===== config.mk =====
export PLATFORM = sky130hd
export DESIGN_NAME = spmv_csr_fetch
export DESIGN_NICKNAME = d
export VERILOG_FILES = /design/src/rtl/spmv_csr_fetch.sv
export SDC_FILE = /design/constraint.sdc
export NUM_CORES = 1
export LEC_CHECK = 0
export ABC_AREA = 1
export CAP_MARGIN = 25
export CORE_MARGIN = 8
export CORE_UTILIZATION = 26
export CTS_CLUSTER_SIZE = 10
export DETAILED_ROUTE_END_ITERATION = 16
export PLACE_DENSITY = 0.57
export SLEW_MARGIN = 30
export SYNTH_ARGS = -nofsm -noshare
export SYNTH_HDL_FRONTEND = slang
export SYNTH_SLANG_ARGS = --single-unit

===== constraint.sdc =====
create_clock -name i_clk -period 1.9 [get_ports i_clk]
set_clock_uncertainty 0.2 [all_clocks]
set_input_delay 0.19 -clock i_clk [delete_from_list [all_inputs] [get_ports i_clk]]
set_output_delay 0.19 -clock i_clk [all_outputs]
set_load 0.02 [all_outputs]

===== src/rtl/spmv_csr_fetch.sv =====
// CSR fetch sequencer for SpMV: loads row pointers, then streams nonzero/vector reads with an aligned 1-based count.
// Optional pointer sanity check is enabled by defining SPMV_FETCH_PTRCHK_EN.
`timescale 1ns/1ps

module spmv_csr_fetch #(
    parameter int unsigned PTR_N     = 17,
    parameter int unsigned CNT_EXTRA = 1,
    parameter int unsigned DRAIN_CYC = 4
) (
    input  logic                i_clk,
    input  logic                i_rstn,
    input  logic                i_start,
    output logic                o_ptr_ren,
    output logic [4:0]          o_ptr_addr,
    input  logic [7:0]          i_ptr_rdata,
    output logic                o_nz_ren,
    output logic [7:0]          o_nz_addr,
    input  logic [3:0]          i_col_idx,
    output logic                o_val_ren,
    output logic [7:0]          o_val_addr,
    output logic                o_vec_ren,
    output logic [3:0]          o_vec_addr,
    output logic [PTR_N*8-1:0]  o_row_ptr,
    output logic [7:0]          o_count,
    output logic                o_count_vld,
    output logic                o_busy,
    output logic                o_done,
    output logic                o_err
);

    localparam int unsigned PW  = 8;
    localparam int unsigned AW  = 5;
    localparam int unsigned KW  = 8;
    localparam int unsigned CW  = 4;
    localparam int unsigned DCW = 8;

    typedef enum logic [2:0] {
        ST_IDLE,
        ST_LOAD,
        ST_RUN,
        ST_DRAIN,
        ST_DONE
    } state_e;

    state_e                         state_q;
    logic                           ptr_ren_q;
    logic [AW-1:0]                  ptr_addr_q;
    logic                           cap_vld_q;
    logic [AW-1:0]                  cap_idx_q;
    logic [PTR_N-1:0][PW-1:0]       row_ptr_q;
    logic                           nz_ren_q;
    logic [KW-1:0]                  nz_addr_q;
    logic                           val_ren_q;
    logic [KW-1:0]                  val_addr_q;
    logic [CNT_EXTRA:0][KW-1:0]     cnt_q;
    logic [CNT_EXTRA:0]             cnt_vld_q;
    logic [DCW-1:0]                 drain_q;
    logic                           busy_q;
    logic                           done_q;
    logic                           err_q;
    logic                           ptr_bad_c;
    logic [KW-1:0]                  nnz_last_c;

    assign nnz_last_c = KW'(row_ptr_q[PTR_N-1] - 8'd1);

`ifdef SPMV_FETCH_PTRCHK_EN
    logic [PTR_N-1:0][PW-1:0] cand_c;

    // Check uses the last entry straight off the read port, since it lands on the decision edge.
    always_comb begin
        cand_c          = row_ptr_q;
        cand_c[PTR_N-1] = i_ptr_rdata;
        ptr_bad_c       = (cand_c[0] != '0);
        for (int i = 1; i < int'(PTR_N); i++) begin
            if (cand_c[i] < cand_c[i-1]) begin
                ptr_bad_c = 1'b1;
            end
        end
    end
`else
    assign ptr_bad_c = 1'b0;
`endif

    // Sequencer state, memory-port enables and the count pipeline.
    always_ff @(posedge i_clk or negedge i_rstn) begin
        if (!i_rstn) begin
            state_q    <= ST_IDLE;
            ptr_ren_q  <= 1'b0;
            ptr_addr_q <= '0;
            cap_vld_q  <= 1'b0;
            cap_idx_q  <= '0;
            row_ptr_q  <= '0;
            nz_ren_q   <= 1'b0;
            nz_addr_q  <= '0;
            val_ren_q  <= 1'b0;
            val_addr_q <= '0;
            cnt_q      <= '0;
            cnt_vld_q  <= '0;
            drain_q    <= '0;
            busy_q     <= 1'b0;
            done_q     <= 1'b0;
            err_q      <= 1'b0;
        end else begin
            done_q       <= 1'b0;
            cap_vld_q    <= ptr_ren_q;
            cap_idx_q    <= ptr_addr_q;
            val_ren_q    <= nz_ren_q;
            val_addr_q   <= nz_addr_q;
            cnt_vld_q[0] <= val_ren_q;
            cnt_q[0]     <= val_ren_q ? KW'(val_addr_q + 8'd1) : '0;
            for (int i = 1; i <= int'(CNT_EXTRA); i++) begin
                cnt_vld_q[i] <= cnt_vld_q[i-1];
                cnt_q[i]     <= cnt_q[i-1];
            end
            if (cap_vld_q) begin
                row_ptr_q[cap_idx_q] <= i_ptr_rdata;
            end

            case (state_q)
                ST_IDLE: begin
                    if (i_start) begin
                        state_q    <= ST_LOAD;
                        ptr_ren_q  <= 1'b1;
                        ptr_addr_q <= '0;
                        busy_q     <= 1'b1;
                        err_q      <= 1'b0;
                    end
                end
                ST_LOAD: begin
                    if (ptr_ren_q) begin
                        if (ptr_addr_q == AW'(PTR_N - 1)) begin
                            ptr_ren_q  <= 1'b0;
                            ptr_addr_q <= '0;
                        end else begin
                            ptr_addr_q <= AW'(ptr_addr_q + 5'd1);
                        end
                    end
                    // Last entry carries nnz; decide on the edge that captures it.
                    if (cap_vld_q && (cap_idx_q == AW'(PTR_N - 1))) begin
                        if (ptr_bad_c || (i_ptr_rdata == '0)) begin
                            state_q <= ST_DONE;
                            done_q  <= 1'b1;
                            if (ptr_bad_c) begin
                                err_q <= 1'b1;
                            end
                        end else begin
                            state_q   <= ST_RUN;
                            nz_ren_q  <= 1'b1;
                            nz_addr_q <= '0;
                        end
                    end
                end
                ST_RUN: begin
                    if (nz_addr_q == nnz_last_c) begin
                        state_q   <= ST_DRAIN;
                        nz_ren_q  <= 1'b0;
                        nz_addr_q <= '0;
                        drain_q   <= '0;
                    end else begin
                        nz_addr_q <= KW'(nz_addr_q + 8'd1);
                    end
                end
                ST_DRAIN: begin
                    if (drain_q == DCW'(DRAIN_CYC - 1)) begin
                        state_q <= ST_DONE;
                        done_q  <= 1'b1;
                    end else begin
                        drain_q <= DCW'(drain_q + 8'd1);
                    end
                end
                ST_DONE: begin
                    state_q <= ST_IDLE;
                    busy_q  <= 1'b0;
                end
                default: begin
                    state_q <= ST_IDLE;
                    busy_q  <= 1'b0;
                end
            endcase
        end
    end

    assign o_ptr_ren   = ptr_ren_q;
    assign o_ptr_addr  = ptr_addr_q;
    assign o_nz_ren    = nz_ren_q;
    assign o_nz_addr   = nz_addr_q;
    assign o_val_ren   = val_ren_q;
    assign o_val_addr  = val_addr_q;
    assign o_vec_ren   = val_ren_q;
    // Column index returns in the cycle after the nz read; forward it straight to the vector port.
    assign o_vec_addr  = val_ren_q ? i_col_idx : CW'(0);
    assign o_row_ptr   = row_ptr_q;
    assign o_count     = cnt_q[CNT_EXTRA];
    assign o_count_vld = cnt_vld_q[CNT_EXTRA];
    assign o_busy      = busy_q;
    assign o_done      = done_q;
    assign o_err       = err_q;

endmodule


# Word level (Yosys, flattened, before mapping)
# Index checks and enable logic that the tools add are counted.
[totals]
ff_bits = 197
in_bits = 15
output_inout_bits = 177
[classes]
n_addsub = 5
magnitude_cmp = 2
eq_ne = 14
n_mux = 35
bitwise = 1
reduce_logical = 15
[ops]
columns = ["op", "count"]
rows = [
  ["$bwmux 136", 1],
  ["$mux 8", 7],
  ["$demux 8 s5", 1],
  ["$pmux 8 s2", 2],
  ["$add 8x1->8 const B", 3],
  ["$mux 3", 5],
  ["$mux 5", 3],
  ["$ne 2x2->1 const B", 7],
  ["$pmux 3 s4", 1],
  ["$eq 5x5->1 const B", 2],
  ["$pmux 5 s2", 1],
  ["$mux 1", 9],
  ["$reduce_and 3->1", 3],
  ["$eq 8x2->1 const B", 1],
  ["$eq 8x8->1", 1],
  ["$logic_not 8->1", 1],
  ["$pmux 1 s2", 4],
  ["$reduce_and 4->1", 2],
  ["$sub 8x1->8 const B", 1],
  ["$eq 3x2->1 const B", 2],
  ["$lt 5x6->1 const B", 1],
  ["$reduce_bool 2->1", 3],
  ["$add 5x1->5 const B", 1],
  ["$ge 5x1->1 const B", 1],
  ["other kinds (7)", 9],
]

# Logic depth before layout (Yosys ltp)
[logic_depth]
depth_word = 5
depth_mapped = 16
depth_no_buf = 15

# Least setup slack after synthesis
# OpenSTA, ideal clock, no wires.
[synth_timing]
path_kind = "reg-to-reg"
start = "register row_ptr_q, in the netlist o_row_ptr[128]"
end = "register drain_q[2]"
setup_time_ns = 0.117
t_arrival_ns = 1.865
slack_ns = -0.282
path_stages_with_launch = 16
path_buffers = 1
period_less_slack_ns = 2.182
path_cell_list = "dfrtp_1 > inv_2 > ha_1 > nand2_1 > nand2_1 > nor2_2 > nand2_1 > nor2_1 > nand2_1 > nor2_2 > nand2_2 > nand2_4 > nand2_2 > buf_6 > nand2_2 > o21ai_2"
[synth_via]
elab_chain_cells = 4
[synth_lines]
columns = ["element", "line_no", "text"]
rows = [
  ["start: declaration", "50", "logic [PTR_N-1:0][PW-1:0] row_ptr_q;"],
  ["start signal: indexed assignment", "116", "row_ptr_q[cap_idx_q] <= i_ptr_rdata;"],
  ["$sub 8x1->8", "64", "assign nnz_last_c = KW'(row_ptr_q[PTR_N-1] - 8'd1);"],
  ["$eq 8x8->1", "154", "if (nz_addr_q == nnz_last_c) begin"],
  ["$ne 2x2->1 (no source line)", "-", ""],
  ["$reduce_and 3->1 (no source line)", "-", ""],
  ["end signal: assignment", "168", "drain_q <= DCW'(drain_q + 8'd1);"],
  ["end: declaration", "57", "logic [DCW-1:0] drain_q;"],
]
# No other way between the ends.
# A chain may end at the register's enable or synchronous reset.

# Worst setup path in the final report
[layout_timing]
start = "register row_ptr_q, in the netlist o_row_ptr[128]"
end = "register nz_addr_q[5], in the netlist o_nz_addr[5]"
[layout_via]
elab_chain_cells = 4
[layout_lines]
columns = ["element", "line_no", "text"]
rows = [
  ["$sub 8x1->8", "64", ""],
  ["$eq 8x8->1", "154", ""],
  ["$mux 8", "154", ""],
  ["$pmux 8 s2", "119", "case (state_q)"],
  ["end signal: assignment", "160", "nz_addr_q <= KW'(nz_addr_q + 8'd1);"],
  ["end: declaration", "52", "logic [KW-1:0] nz_addr_q;"],
]
# No other way between the ends.

==> run metrics <==
Worst R2R End=o_nz_addr[5]; dpl cells=1,437; I/O Buffers=190; WP data arrival=2.13 ns; Max-cap violations=0; initial DRC count=around 340; worst reg2reg path depth=15; gr busiest metal=met2; htree depth=4; DP Worst Slack=-0.169 ns; cts bufs inserted=17; Die Y=190 µm; Crit Reg-Reg Startpoint=o_row_ptr[128]; Syn Nets=850; simple-gate share of the synthesized area=0.183; final net count=1,091; Crit Path Max Fanout=4; core area=0.0297 mm²; Vias=6,370; period utilisation layout=1.06; Post-DRT Antenna Nets=0; Cell Area, Synth=0.00788 mm²; GRT met2 Usage=0.214; detailed-route wire length=roughly 24,000 µm; fillers=2,933; Worst VDD drop=between 0.0005 and 0.0006 V; initial antenna violation count=1; Layout area overhead=43.4%; worst min path class=input pin to asynchronous set/reset pin; num ports=192; vias in the first global route=between 6k and 7k; Worst Hold Slack=0.0462 ns; die area=0.0361 mm²; Synth Area in Compound Gates=0.114; final setup violation count=19; PD cells=1320 mW/mm²; final hold violations=0; Adder-Cell Fraction of Synth Area=0.00953; kind of critical path=register to register; slowest CP cell=dfrtp_2; DPL Wire Length=17,500 µm; CP startpoint kind=register; crit path cell chain=inv_4, ha_4, inv_2, nand2_1, nand2_1, nor2_2, nand2_1, nor2_1, nand2_1, nor2_2, nand2_2, nand2_4, buf_4, buf_6, a21oi_1; leading post-synthesis cells by cell area=dfrtp_1 (63%), nand2_1 (11%), o21ai_0 (9.3%), inv_1 (3.0%), nand3_1 (2.0%); grt ovf=0; Levels on crit path=15; Reg2Reg Setup Slack=-0.12 ns; main combinational cell family by area after synthesis=simple AND/OR/NAND/NOR gates; maximum clock path buffer count=2; status=finished, violations left; Diodes inserted=0; slowest cell delay on critical path=0.38 ns; share of the synthesized area in the top cell type=0.626; delay-heaviest family, CP=simple AND/OR/NAND/NOR gates; mux cell area share after synthesis=0; DRC=0; final non-filler cell total=1,473; first-pass GRT wire length=37,800 µm; share of post-route cells with drive strength above 1=0.133; CP endpoint kind=register; clock latency on the worst-skew pair=0.43 ns; Cells after Synth=~830; overall routing resource usage=0.135; CP Data Required Time=between 2 and 2.5 ns; final RePlAce weighted congestion=0.800; failing checks=setup timing; synth warn=0; WL/cell=around 17 µm; CTS clk-pin slew, worst paths=approximately 0.080 ns; min setup slack post-route=-0.122 ns; register area share after synthesis=0.626; fmax=495 MHz; Core Rows=63; pins over their slew limit=0; clk sink count=197; Post-Syn Area per Cell=between 9 and 10 µm²; Yosys top cell by area=dfrtp_1; DR vias/cell=4.32; Pleak=about 5.4 nW; DIE WIDTH=between 150 and 200 µm; Power, Total=14.9 mW; RSZ-0062 raised after global routing=yes; M3 GR Usage=0.0566; Buf+Inv Stages, Crit Path=4; measured slew at the worst slew-check pin=0.499 ns; Initial Util=0.265; root buffer cell=clkbuf_16; CTS tree=done; met1 Usage GRT=0.169; Slew HR=0.667; Seq cells post-synth=197; xor/xnor cell area share of the yosys netlist=0.0100; post-synth cell types=35; Final min period=about 2 ns; Crit path top cell by count=nand2_1; largest net degree at the start of global routing=between 60 and 70; TritonRoute pass-1 iters=5
==> synthesized netlist by cell type <==
library cell / n
ha_1: 6
a31oi_1: 1
nand2_2: 6
nand4_1: 10
nor2_1: 32
inv_2: 5
buf_4: 11
a21oi_1: 23
and2_1: 1
nand3_1: 32
o21ai_1: 2
nand3_4: 1
nand3b_1: 1
o21ai_2: 3
conb_1: 1
xor2_1: 7
o21ai_0: 146
nor2_4: 1
buf_6: 1
dfrtp_1: 197
buf_2: 1
clkbuf_1: 25
inv_1: 62
o22ai_1: 1
nor3_1: 13
nand2_1: 221
o21bai_1: 1
nor3_2: 3
nand2_4: 1
nor3b_1: 1
xnor2_1: 2
or2_2: 3
nor2_2: 6
and3_1: 1
nor3_4: 1
==> flip-flops by register name, summed over array words and instances, names as in the netlist <==
| name | flops |
|---|---|
| o_done | 1 |
| cnt_q | 8 |
| cnt_vld_q | 2 |
| o_ptr_addr | 5 |
| o_val_ren | 1 |
| o_row_ptr | 136 |
| o_nz_addr | 8 |
| o_ptr_ren | 1 |
| o_nz_ren | 1 |
| cap_idx_q | 5 |
| cap_vld_q | 1 |
| drain_q | 8 |
| o_val_addr | 8 |
| o_count | 8 |
| state_q | 3 |
| o_busy | 1 |
==> metal layers <==
| metal | share of wire | wire (µm) |
|---|---|---|
| met5 | 0.00041 | 10 |
| met3 | 0.085 | 2070 |
| met2 | 0.46 | 11200 |
| met4 | 0.012 | 285 |
| met1 | 0.44 | 10700 |
==> cell families (layout without fill, tap and decap cells) <==
| kind of cell | after synthesis | after routing |
|---|---|---|
| and+or+nand+nor | 334 | 334 |
| DFF | 197 | 197 |
| AOI/OAI and AO/OA | 177 | 177 |
| buffers and inverters | 105 | 359 |
| xor gates and xnor gates | 9 | 9 |
| adders and majority gates | 6 | 6 |
| other | 1 | 1 |
==> metrics by stage <==
step | TNS [ns] | util | cell area (µm²)
6_report | -1.43 | 0.380 | 11300
5_1_grt | -3.65 | 0.380 | 11300
4_1_cts | -0.738 | 0.378 | 11200
3_5_place_dp | -2.43 | 0.358 | 10600
3_3_place_gp | -1.85 | 0.358 | 10600
2_1_floorplan | -0.776 | - | 7900
==> layout by cell type (no fill, tap or decap), types with 4 or more instances in the layout <==
cell type / instances
nand2_1: 219
dfrtp_1: 194
clkdlybuf4s50_1: 147
o21ai_0: 143
buf_4: 61
inv_1: 59
nand3_1: 32
nor2_1: 31
dlygate4sd2_1: 29
a21oi_1: 21
clkbuf_16: 17
nor3_1: 13
dlymetal6s2s_1: 13
nand4_1: 10
nand2_2: 7
inv_2: 7
xor2_1: 7
nor2_2: 6
ha_1: 5
o21ai_2: 4
o21ai_1: 4
inv_6: 4
buf_6: 4
buf_12: 4
==> where the power goes <==
| part | switching, mW | total, mW | internal [mW] |
|---|---|---|---|
| clock network | 1.78 | 3.53 | 1.75 |
| registers | 0.644 | 5.78 | 5.13 |
| logic | 3.17 | 5.57 | 2.40 |
==> what timing repair did <==
action / 4_1_cts / 5_1_grt
setup buffers: 1 / 2
hold endpoints to repair: 197 / 0
resized for setup: 41 / 20
endpoints found under the setup margin: 46 / 33
gates cloned: 0 / 0
pin swaps: 3 / 1
hold buffers: 1 / 0
==> cell type report <==
| class | instances | area (µm²) | share of cell area |
|---|---|---|---|
| flip-flops and latches | 197 | 4930 | 0.437 |
| clock buffers | 18 | 429 | 0.0380 |
| repair buffers | 260 | 2490 | 0.221 |
| inverters | 67 | 254 | 0.0225 |
| well taps | 390 | 488 | 0.0432 |
| multi-input cells | 527 | 2560 | 0.226 |
| clock inverters | 14 | 139 | 0.0123 |
==> worst max-delay path by stage <==
stage	startpoint	end	slack, ns
2_1_floorplan	o_row_ptr[128]	drain_q[2]	-0.11
5_1_grt	o_row_ptr[128]	o_nz_ren	-0.24
3_3_place_gp	i_ptr_rdata[6]	o_nz_ren	-0.17
3_5_place_dp	o_row_ptr[128]	drain_q[0]	-0.17
4_1_cts	o_row_ptr[128]	o_nz_ren	-0.09
6_report	o_row_ptr[128]	o_nz_addr[5]	-0.12
Power figures use the tool's default switching activity.
